## config.mk

```make
export PLATFORM = sky130hd
export DESIGN_NAME = exec_unit
export DESIGN_NICKNAME = d
export VERILOG_FILES = /design/src/rtl/exec_unit.sv
export SDC_FILE = /design/constraint.sdc
export NUM_CORES = 2
export LEC_CHECK = 0
export BUFFER_PORTS_ARGS = -buffer_cell sky130_fd_sc_hd__buf_2
export CORE_UTILIZATION = 45
export DETAILED_ROUTE_END_ITERATION = 12
export HOLD_SLACK_MARGIN = 0.15
export PLACE_DENSITY = 0.69
export SLEW_MARGIN = 20
export SYNTH_ARGS = -nofsm -noshare
export SYNTH_HDL_FRONTEND = slang
export SYNTH_SLANG_ARGS = --single-unit
```

## constraint.sdc

```tcl
create_clock -name clk -period 6 [get_ports clk]
set_input_delay 0.6 -clock clk [delete_from_list [all_inputs] [get_ports clk]]
set_output_delay 0.6 -clock clk [all_outputs]
set_load 0.05 [all_outputs]
```

## src/rtl/exec_unit.sv

```systemverilog
// rtl/exec_unit.sv - single-issue ALU/branch execute unit with iterative shift-add multiplier
//
// Ports:
//   clk, reset            clock, asynchronous active-low reset
//   in_valid / in_ready   operation handshake; inputs sampled only at accept
//   Da, Db, imm, src_imm  operand A, register operand B, immediate, B select (1=imm)
//   op, shamt             operation code, shift amount for LSR/LSL
//   set_flag              write {N,Z,V,C} into the flags register at completion
//   br_taken, uncond_br, is_lt  branch qualifiers used to form pc_select
//   out_valid             one-cycle completion pulse
//   result, pc_select     registered result and branch decision, held until next completion
//   flags                 stored {N,Z,V,C}
//   busy                  multiply in progress
module exec_unit #(
    parameter int WIDTH = 64,
    parameter int SW    = $clog2(WIDTH)
) (
    input  logic             clk,
    input  logic             reset,
    input  logic             in_valid,
    output logic             in_ready,
    input  logic [WIDTH-1:0] Da,
    input  logic [WIDTH-1:0] Db,
    input  logic [WIDTH-1:0] imm,
    input  logic             src_imm,
    input  logic [3:0]       op,
    input  logic [SW-1:0]    shamt,
    input  logic             set_flag,
    input  logic             br_taken,
    input  logic             uncond_br,
    input  logic             is_lt,
    output logic             out_valid,
    output logic [WIDTH-1:0] result,
    output logic             pc_select,
    output logic [3:0]       flags,
    output logic             busy
);

    typedef enum logic {IDLE, MUL_RUN} state_t;

    localparam logic [3:0] OP_PASSB = 4'd0;
    localparam logic [3:0] OP_ADD   = 4'd2;
    localparam logic [3:0] OP_SUB   = 4'd3;
    localparam logic [3:0] OP_AND   = 4'd4;
    localparam logic [3:0] OP_OR    = 4'd5;
    localparam logic [3:0] OP_XOR   = 4'd6;
    localparam logic [3:0] OP_LSR   = 4'd7;
    localparam logic [3:0] OP_LSL   = 4'd8;
    localparam logic [3:0] OP_MUL   = 4'd9;

    state_t             state_q, state_d;
    logic [WIDTH-1:0]   result_q, result_d;
    logic               out_valid_q, out_valid_d;
    logic               pc_select_q, pc_select_d;
    logic [3:0]         flags_q, flags_d;
    logic [WIDTH-1:0]   acc_q, acc_d;
    logic [WIDTH-1:0]   mcand_q, mcand_d;
    logic [WIDTH-1:0]   mplier_q, mplier_d;
    logic [SW-1:0]      cnt_q, cnt_d;
    // Branch/flag controls captured at MUL accept, consumed at completion.
    logic               m_setf_q, m_setf_d;
    logic               m_br_q, m_br_d;
    logic               m_unc_q, m_unc_d;
    logic               m_lt_q, m_lt_d;

    logic [WIDTH-1:0]   opb;
    logic [WIDTH:0]     add_w, sub_w;
    logic [WIDTH-1:0]   alu_res, acc_next;
    logic               alu_v, alu_c;

    // Condition uses the stored flags, i.e. the values before this op's own update.
    function automatic logic pc_of(input logic br, input logic unc, input logic lt,
                                   input logic z, input logic [3:0] fl);
        return unc ? br : (br & (lt ? (fl[3] ^ fl[1]) : z));
    endfunction

    assign opb   = src_imm ? imm : Db;
    assign add_w = {1'b0, Da} + {1'b0, opb};
    assign sub_w = {1'b0, Da} + {1'b0, ~opb} + {{WIDTH{1'b0}}, 1'b1};

    always_comb begin
        alu_res = '0;
        alu_v   = 1'b0;
        alu_c   = 1'b0;
        unique case (op)
            OP_PASSB: alu_res = opb;
            OP_ADD: begin
                alu_res = add_w[WIDTH-1:0];
                alu_c   = add_w[WIDTH];
                alu_v   = (Da[WIDTH-1] == opb[WIDTH-1]) && (alu_res[WIDTH-1] != Da[WIDTH-1]);
            end
            OP_SUB: begin
                alu_res = sub_w[WIDTH-1:0];
                alu_c   = sub_w[WIDTH];
                alu_v   = (Da[WIDTH-1] != opb[WIDTH-1]) && (alu_res[WIDTH-1] != Da[WIDTH-1]);
            end
            OP_AND:  alu_res = Da & opb;
            OP_OR:   alu_res = Da | opb;
            OP_XOR:  alu_res = Da ^ opb;
            OP_LSR:  alu_res = Da >> shamt;
            OP_LSL:  alu_res = Da << shamt;
            default: alu_res = '0;
        endcase
    end

    // One multiplier bit per edge, LSB first; multiplicand shifts left in step.
    assign acc_next = acc_q + (mplier_q[0] ? mcand_q : '0);

    always_comb begin
        state_d     = state_q;
        result_d    = result_q;
        out_valid_d = 1'b0;
        pc_select_d = pc_select_q;
        flags_d     = flags_q;
        acc_d       = acc_q;
        mcand_d     = mcand_q;
        mplier_d    = mplier_q;
        cnt_d       = cnt_q;
        m_setf_d    = m_setf_q;
        m_br_d      = m_br_q;
        m_unc_d     = m_unc_q;
        m_lt_d      = m_lt_q;
        unique case (state_q)
            IDLE: begin
                if (in_valid) begin
                    if (op == OP_MUL) begin
                        state_d  = MUL_RUN;
                        acc_d    = '0;
                        mcand_d  = Da;
                        mplier_d = opb;
                        cnt_d    = '0;
                        m_setf_d = set_flag;
                        m_br_d   = br_taken;
                        m_unc_d  = uncond_br;
                        m_lt_d   = is_lt;
                    end else begin
                        result_d    = alu_res;
                        out_valid_d = 1'b1;
                        pc_select_d = pc_of(br_taken, uncond_br, is_lt, alu_res == '0, flags_q);
                        if (set_flag) begin
                            flags_d = {alu_res[WIDTH-1], alu_res == '0, alu_v, alu_c};
                        end
                    end
                end
            end
            MUL_RUN: begin
                acc_d    = acc_next;
                mcand_d  = mcand_q << 1;
                mplier_d = mplier_q >> 1;
                cnt_d    = cnt_q + 1'b1;
                if (cnt_q == SW'(WIDTH - 1)) begin
                    state_d     = IDLE;
                    cnt_d       = '0;
                    result_d    = acc_next;
                    out_valid_d = 1'b1;
                    pc_select_d = pc_of(m_br_q, m_unc_q, m_lt_q, acc_next == '0, flags_q);
                    if (m_setf_q) begin
                        flags_d = {acc_next[WIDTH-1], acc_next == '0, 2'b00};
                    end
                end
            end
            default: state_d = IDLE;
        endcase
    end

    always_ff @(posedge clk or negedge reset) begin
        if (!reset) begin
            state_q     <= IDLE;
            result_q    <= '0;
            out_valid_q <= 1'b0;
            pc_select_q <= 1'b0;
            flags_q     <= '0;
            acc_q       <= '0;
            mcand_q     <= '0;
            mplier_q    <= '0;
            cnt_q       <= '0;
            m_setf_q    <= 1'b0;
            m_br_q      <= 1'b0;
            m_unc_q     <= 1'b0;
            m_lt_q      <= 1'b0;
        end else begin
            state_q     <= state_d;
            result_q    <= result_d;
            out_valid_q <= out_valid_d;
            pc_select_q <= pc_select_d;
            flags_q     <= flags_d;
            acc_q       <= acc_d;
            mcand_q     <= mcand_d;
            mplier_q    <= mplier_d;
            cnt_q       <= cnt_d;
            m_setf_q    <= m_setf_d;
            m_br_q      <= m_br_d;
            m_unc_q     <= m_unc_d;
            m_lt_q      <= m_lt_d;
        end
    end

    assign in_ready  = (state_q == IDLE);
    assign busy      = (state_q == MUL_RUN);
    assign out_valid = out_valid_q;
    assign result    = result_q;
    assign pc_select = pc_select_q;
    assign flags     = flags_q;

endmodule

```

# After elaboration in Yosys (flattened, before gate mapping)
# Cells that the tools add are included.
# classes
n_eq_ne	19
bitwise	8
shift	2
n_reduce_logical	9
n_mux	44
n_addsub	5
# op_table
op	n
64-bit 2-to-1 mux	11
64-bit case mux with 2 select lines	4
64-bit case mux with 8 select lines	1
64-bit by 64-bit adder with 65-bit output	2
64-bit logical NOT	2
65-bit by 1-bit adder with 65-bit output (second input constant)	1
64-bit adder	1
64-bit bitwise AND	1
64-bit inverter	1
64-bit OR	1
64-bit by 6-bit left shift with 64-bit output	1
64-bit by 6-bit right shift with 64-bit output	1
64-bit bitwise XOR	1
4-bit 2-to-1 mux	5
6-bit 2-to-1 mux	3
4-bit by 3-bit == test with 1-bit output (second input constant)	4
1-bit 2-to-1 mux	13
6-bit case mux with 2 select lines	1
1-bit case mux with 2 select lines	5
4-bit by 2-bit == test with 1-bit output (second input constant)	2
4-bit == test (second input constant)	2
2-bit by 1-bit != test with 1-bit output (second input constant)	4
4-bit case mux with 2 select lines	1
6-bit by 1-bit adder with 6-bit output (second input constant)	1
other kinds (12)	18
# word_totals
out_inout_bits	72
ff_bits	273
inputBits	210

# Longest topological paths before layout
# depth
ltp_word	12
ltp_mapped	23
depth_no_buf	19

# Worst setup path before layout
# OpenSTA, ideal clock, no wires.
# synth_path
kind	input to register
from	input src_imm
to	register pc_select_q (netlist: pc_select)
cell_stages	20
required_time_ps	5908
slack_ps	-570
setup_ps	92
t_arrival_ps	6478
path_buffers	5
path_cell_list	clkbuf_1 > buf_1 > buf_2 > buf_1 > mux2i_1 > ha_1 > clkbuf_1 > or4bb_1 > or3_1 > o32a_1 > o21a_1 > o22ai_1 > o41ai_1 > a2111o_1 > or4_1 > nor4_1 > nand4_1 > and4bb_1 > a211oi_1 > o31ai_2
# synth_between
elab_chain_cells	12
# synth_lines
element	line	text
start, declared	25	input logic src_imm,
64-bit 2-to-1 mux (*)	77	assign opb = src_imm ? imm : Db;
64-bit inverter	79	assign sub_w = {1'b0, Da} + {1'b0, ~opb} + {{WIDTH{1'b0}}, 1'b1};
64-bit by 64-bit adder with 65-bit output	79	
65-bit by 1-bit adder with 65-bit output	79	
64-bit case mux with 8 select lines (*)	85	unique case (op)
64-bit logical NOT (*)	139	pc_select_d = pc_of(br_taken, uncond_br, is_lt, alu_res == '0, flags_q);
1-bit 2-to-1 mux (*)	74	return unc ? br : (br & (lt ? (fl[3] ^ fl[1]) : z));
1-bit bitwise AND (*)	74	
1-bit 2-to-1 mux (*)	74	
1-bit 2-to-1 mux (*)	126	if (op == OP_MUL) begin
1-bit 2-to-1 mux (*)	125	if (in_valid) begin
1-bit case mux with 2 select lines (*)	123	unique case (state_q)
end signal, assigned	185	pc_select_q <= pc_select_d;
end, declared	54	logic pc_select_q, pc_select_d;
# Mark *: on every way between the ends. The rest lies on a longest branch, timed or not. The select of a mux whose other input is x is not followed.
# A chain may end at the register's enable or synchronous reset.

# Worst setup path in the final report
# layout_path
from	register mplier_q[0]
to	register flags_q[2] (netlist: flags[2])
# layout_between
elab_chain_cells	6
# layout_lines
element	line	text
start, declared	58	logic [WIDTH-1:0] mplier_q, mplier_d;
start signal, assigned	189	mplier_q <= mplier_d;
64-bit 2-to-1 mux	107	assign acc_next = acc_q + (mplier_q[0] ? mcand_q : '0);
64-bit adder	107	
64-bit logical NOT	158	flags_d = {acc_next[WIDTH-1], acc_next == '0, 2'b00};
4-bit 2-to-1 mux	157	if (m_setf_q) begin
4-bit 2-to-1 mux	151	if (cnt_q == SW'(WIDTH - 1)) begin
4-bit case mux with 2 select lines	123	
end signal, assigned	186	flags_q <= flags_d;
end, declared	55	logic [3:0] flags_q, flags_d;
# Every way passes these cells. The select of a mux whose other input is x is not followed.

==> impl_metrics.env <==
export IMPL_status="finished, final reports clean"
export IMPL_syn_inst=5248
export IMPL_setup_tns_final_ns=0
export IMPL_synth_edff_count=0
export IMPL_crit_path_frequent_cell="buf_4"
export IMPL_rows=107
export IMPL_ys_dominant_reg_cell="dfrtp_1"
export IMPL_dr_pass1_iters=6
export IMPL_rrSetupSlack_ns=0.17
export IMPL_critPathSlowestCell="dfrtp_1"
export IMPL_max_clock_freq_mhz=171
export IMPL_vias=47700
export IMPL_nFillCells=8299
export IMPL_antenna_left=0
export IMPL_worstSkewPairLatency_ns=0.61
export IMPL_ys_types=94
export IMPL_startpoint_type="flop"
export IMPL_synth_area_per_cell_um2=7.40
export IMPL_die_y_um=296
export IMPL_clkTransAtPathRegs_ns=0.06
export IMPL_cpPeakStageDelay_ns=0.56
export IMPL_start_util=0.456
export IMPL_wl_um=226000
export IMPL_worstSetupPathType="flop to flop"
export IMPL_numCtsBuffers=35
export IMPL_p_leak_uw=0.0210
export IMPL_multi_input_area_mm2=0.0297
export IMPL_ys_ff_latch=273
export IMPL_hold_worst_slack_ns=0.246
export IMPL_cp_cell_sequence="and2_1, ha_1, fa_1, a21oi_1, o21ai_0, a22oi_1, buf_4, o211ai_1, o21ai_1, xnor2_1, or4_1, nor4_1, buf_4, nand3_1, nor3_1, or3b_2, nor4_2, buf_4, a41oi_1, a21oi_1"
export IMPL_die_x_um=296
export IMPL_hold_path_class="primary input to flop"
export IMPL_hold_violations=0
export IMPL_grt_pass1_wl_um=315000
export IMPL_finalMaxSlewViolations=0
export IMPL_total_power_uw=13200
export IMPL_antenna_found_initial=31
export IMPL_ir_worst_vdd_mv=0.306
export IMPL_wl_per_cell_um=32.6
export IMPL_async_flop_share=1.00
export IMPL_syn_to_final_growth_pct=18.6
export IMPL_postPlaceCellArea_mm2=0.0448
export IMPL_drcViolationCount=0
export IMPL_cp_max_fo=4
export IMPL_clk_path_buf_depth=3
export IMPL_cts_sinks=273
export IMPL_finalInstanceArea_mm2=0.0461
export IMPL_arrival_ns=6.36
export IMPL_core_area_mm2=0.0853
export IMPL_h_tree_depth=2
export IMPL_yosysTopAreaCell="dfrtp_1"
export IMPL_grt_ovfl_total=0
export IMPL_max_slew_worst_pin_slew_ns=1.29
export IMPL_drt_vias_per_instance=6.86
export IMPL_ys_seq_area_frac=0.176
export IMPL_cp_end_kind="flop"
export IMPL_period_needed_ns=5.83
export IMPL_grt_pass1_vias=43700
export IMPL_finClkSkew_ns=0.0276
export IMPL_yosys_warnings=0
export IMPL_port_buffers=281
export IMPL_setup_viol=0
export IMPL_mappedNetlistArea_mm2=0.0389
export IMPL_first_iter_violations=7003
export IMPL_grt_usage=0.503
export IMPL_cap_viol_max_count=0
export IMPL_nets=6269
export IMPL_cts_tree="done"
export IMPL_synth_top_area_share=0.176
export IMPL_crit_required_ns=6.53
export IMPL_die_area_mm2=0.0875
export IMPL_grt_max_degree=203
export IMPL_cts_setup_buffers=0
export IMPL_finalCritPeriodShare=0.972
export IMPL_drive_gt1_frac=0.203
export IMPL_max_slew_margin=0.129
export IMPL_finalWeightedCongestion=1.13
export IMPL_place_hpwl_um=182000
export IMPL_power_density_mw_per_mm2=286
export IMPL_ios=282
export IMPL_synthTopCellsByArea="dfrtp_1 (18%), ha_1 (9.6%), nand2_1 (7.3%), mux4_2 (6.1%), o21ai_0 (6.1%)"
export IMPL_syn_nets=5758
export IMPL_cts_root_buffer="clkbuf_16"
export IMPL_seqCellArea_mm2=0.00684
[where the power goes]
group	switching, µW	internal [µW]	leakage (µW)
logic	5210	2500	0.0168
registers	580	2630	0.00361
clock network	913	1350	0.000603
[sequential cells by signal (all words and copies together) (netlist names)]
name       cells
flags          4
result        64
m_lt_q         1
mplier_q      64
cnt_q          6
m_br_q         1
mcand_q       64
pc_select      1
m_setf_q       1
acc_q         64
m_unc_q        1
busy           1
out_valid      1
[worst paths after layout]
kind	start	end	cells after the start
worst max-delay path	mplier_q[0]	flags[2]	20
worst min-delay path	br_taken	m_br_q	2
worst max register to register	mplier_q[0]	flags[2]	20
worst min register to register	result[12]	result[12]	2
max in group asynchronous	reset	mcand_q[39]	3
min in group asynchronous	reset	mcand_q[10]	2
[routing by layer]
layer,GRT usage,part of all wire,vias to the layer above
met5,0.0216,0.0016,-
met4,0.272,0.064,20
met3,0.203,0.15,707
met2,0.700,0.40,3556
met1,0.654,0.39,23100
li1,-,-,20300
[per-stage QoR]
step,std cells,worst slack [ns],utilization
after floorplan,5248,0.0387,-
after global placement,6865,-0.157,0.525
after detailed placement,6865,-0.154,0.525
after CTS,6930,0.190,0.539
after global routing,6934,-0.0127,0.540
final,6952,0.166,0.540
[cell usage in the layout (no fill, tap or decap), types with 24 or more instances in the layout]
cell       count
nand2_1      751
buf_4        576
o21ai_0      476
nor2_1       462
a21oi_1      454
ha_1         297
buf_2        274
dfrtp_1      272
mux2i_1      212
inv_1        200
mux4_2       106
nand3_1       95
nor3_1        93
and2_1        92
o22ai_1       74
o211ai_1      73
nand4_1       71
a211oi_1      69
xnor2_1       65
a21o_1        63
mux2_2        58
nor4_1        50
xor2_1        46
o21a_1        45
nand2b_1      44
nor2b_1       40
o31ai_1       37
clkbuf_16     36
and3_1        34
o21bai_1      33
a221oi_1      31
o221ai_1      30
a22oi_1       27
a21boi_0      27
a31oi_1       27
or3_1         24
[layout make-up]
type                    count  area share
multi-input cells        4373       0.645
flip-flops and latches    273       0.148
repair buffers            870       0.131
well taps                1144      0.0311
clock buffers              54      0.0236
inverters                 206      0.0168
clock inverters            10     0.00288
diodes                     22     0.00119
[synth_stat cells, types with 13 or more instances]
cell type	count
nand2_1	751
o21ai_0	476
nor2_1	464
a21oi_1	454
ha_1	297
clkbuf_1	279
dfrtp_1	273
mux2i_1	212
inv_1	200
mux4_2	106
nand3_1	96
nor3_1	95
and2_1	92
o22ai_1	74
o211ai_1	73
a211oi_1	71
nand4_1	71
xnor2_1	65
a21o_1	63
buf_2	59
mux2_2	58
nor4_1	53
xor2_1	46
o21a_1	45
nand2b_1	44
nor2b_1	41
buf_1	39
o31ai_1	37
and3_1	34
o21bai_1	33
a221oi_1	32
o221ai_1	30
a21boi_0	28
a22oi_1	27
a31oi_1	27
or3_1	24
or2_2	23
a2111oi_0	22
a211o_1	20
o2111ai_1	17
a222oi_1	16
a31o_2	15
o31a_1	15
or4_1	14
a221o_1	13
[critical path, delay by kind of cell (launching register included)]
| kind | cells | cell delay [ns] |
|---|---|---|
| compound gates | 7 | 1.48 |
| flops | 1 | 0.56 |
| fa+ha+maj | 2 | 0.66 |
| xor+xnor | 1 | 0.25 |
| simple gates | 7 | 2.24 |
| buf+inv | 3 | 0.57 |
[kinds of logic after synthesis]
| group | share of synthesized area |
|---|---|
| buffers and inverters | 0.0630 |
| muxes | 0.138 |
| DFF | 0.176 |
| and+or+nand+nor | 0.221 |
| AOI/OAI and AO/OA | 0.280 |
| adders and majority gates | 0.0972 |
| xor gates and xnor gates | 0.0250 |
[timing repair]
action,in CTS,in global routing
endpoints found under the setup margin,0,2
hold buffers,1,0
endpoints found under the hold margin,59,0
gates resized for setup,0,2
(Power assumes the default switching activity.)
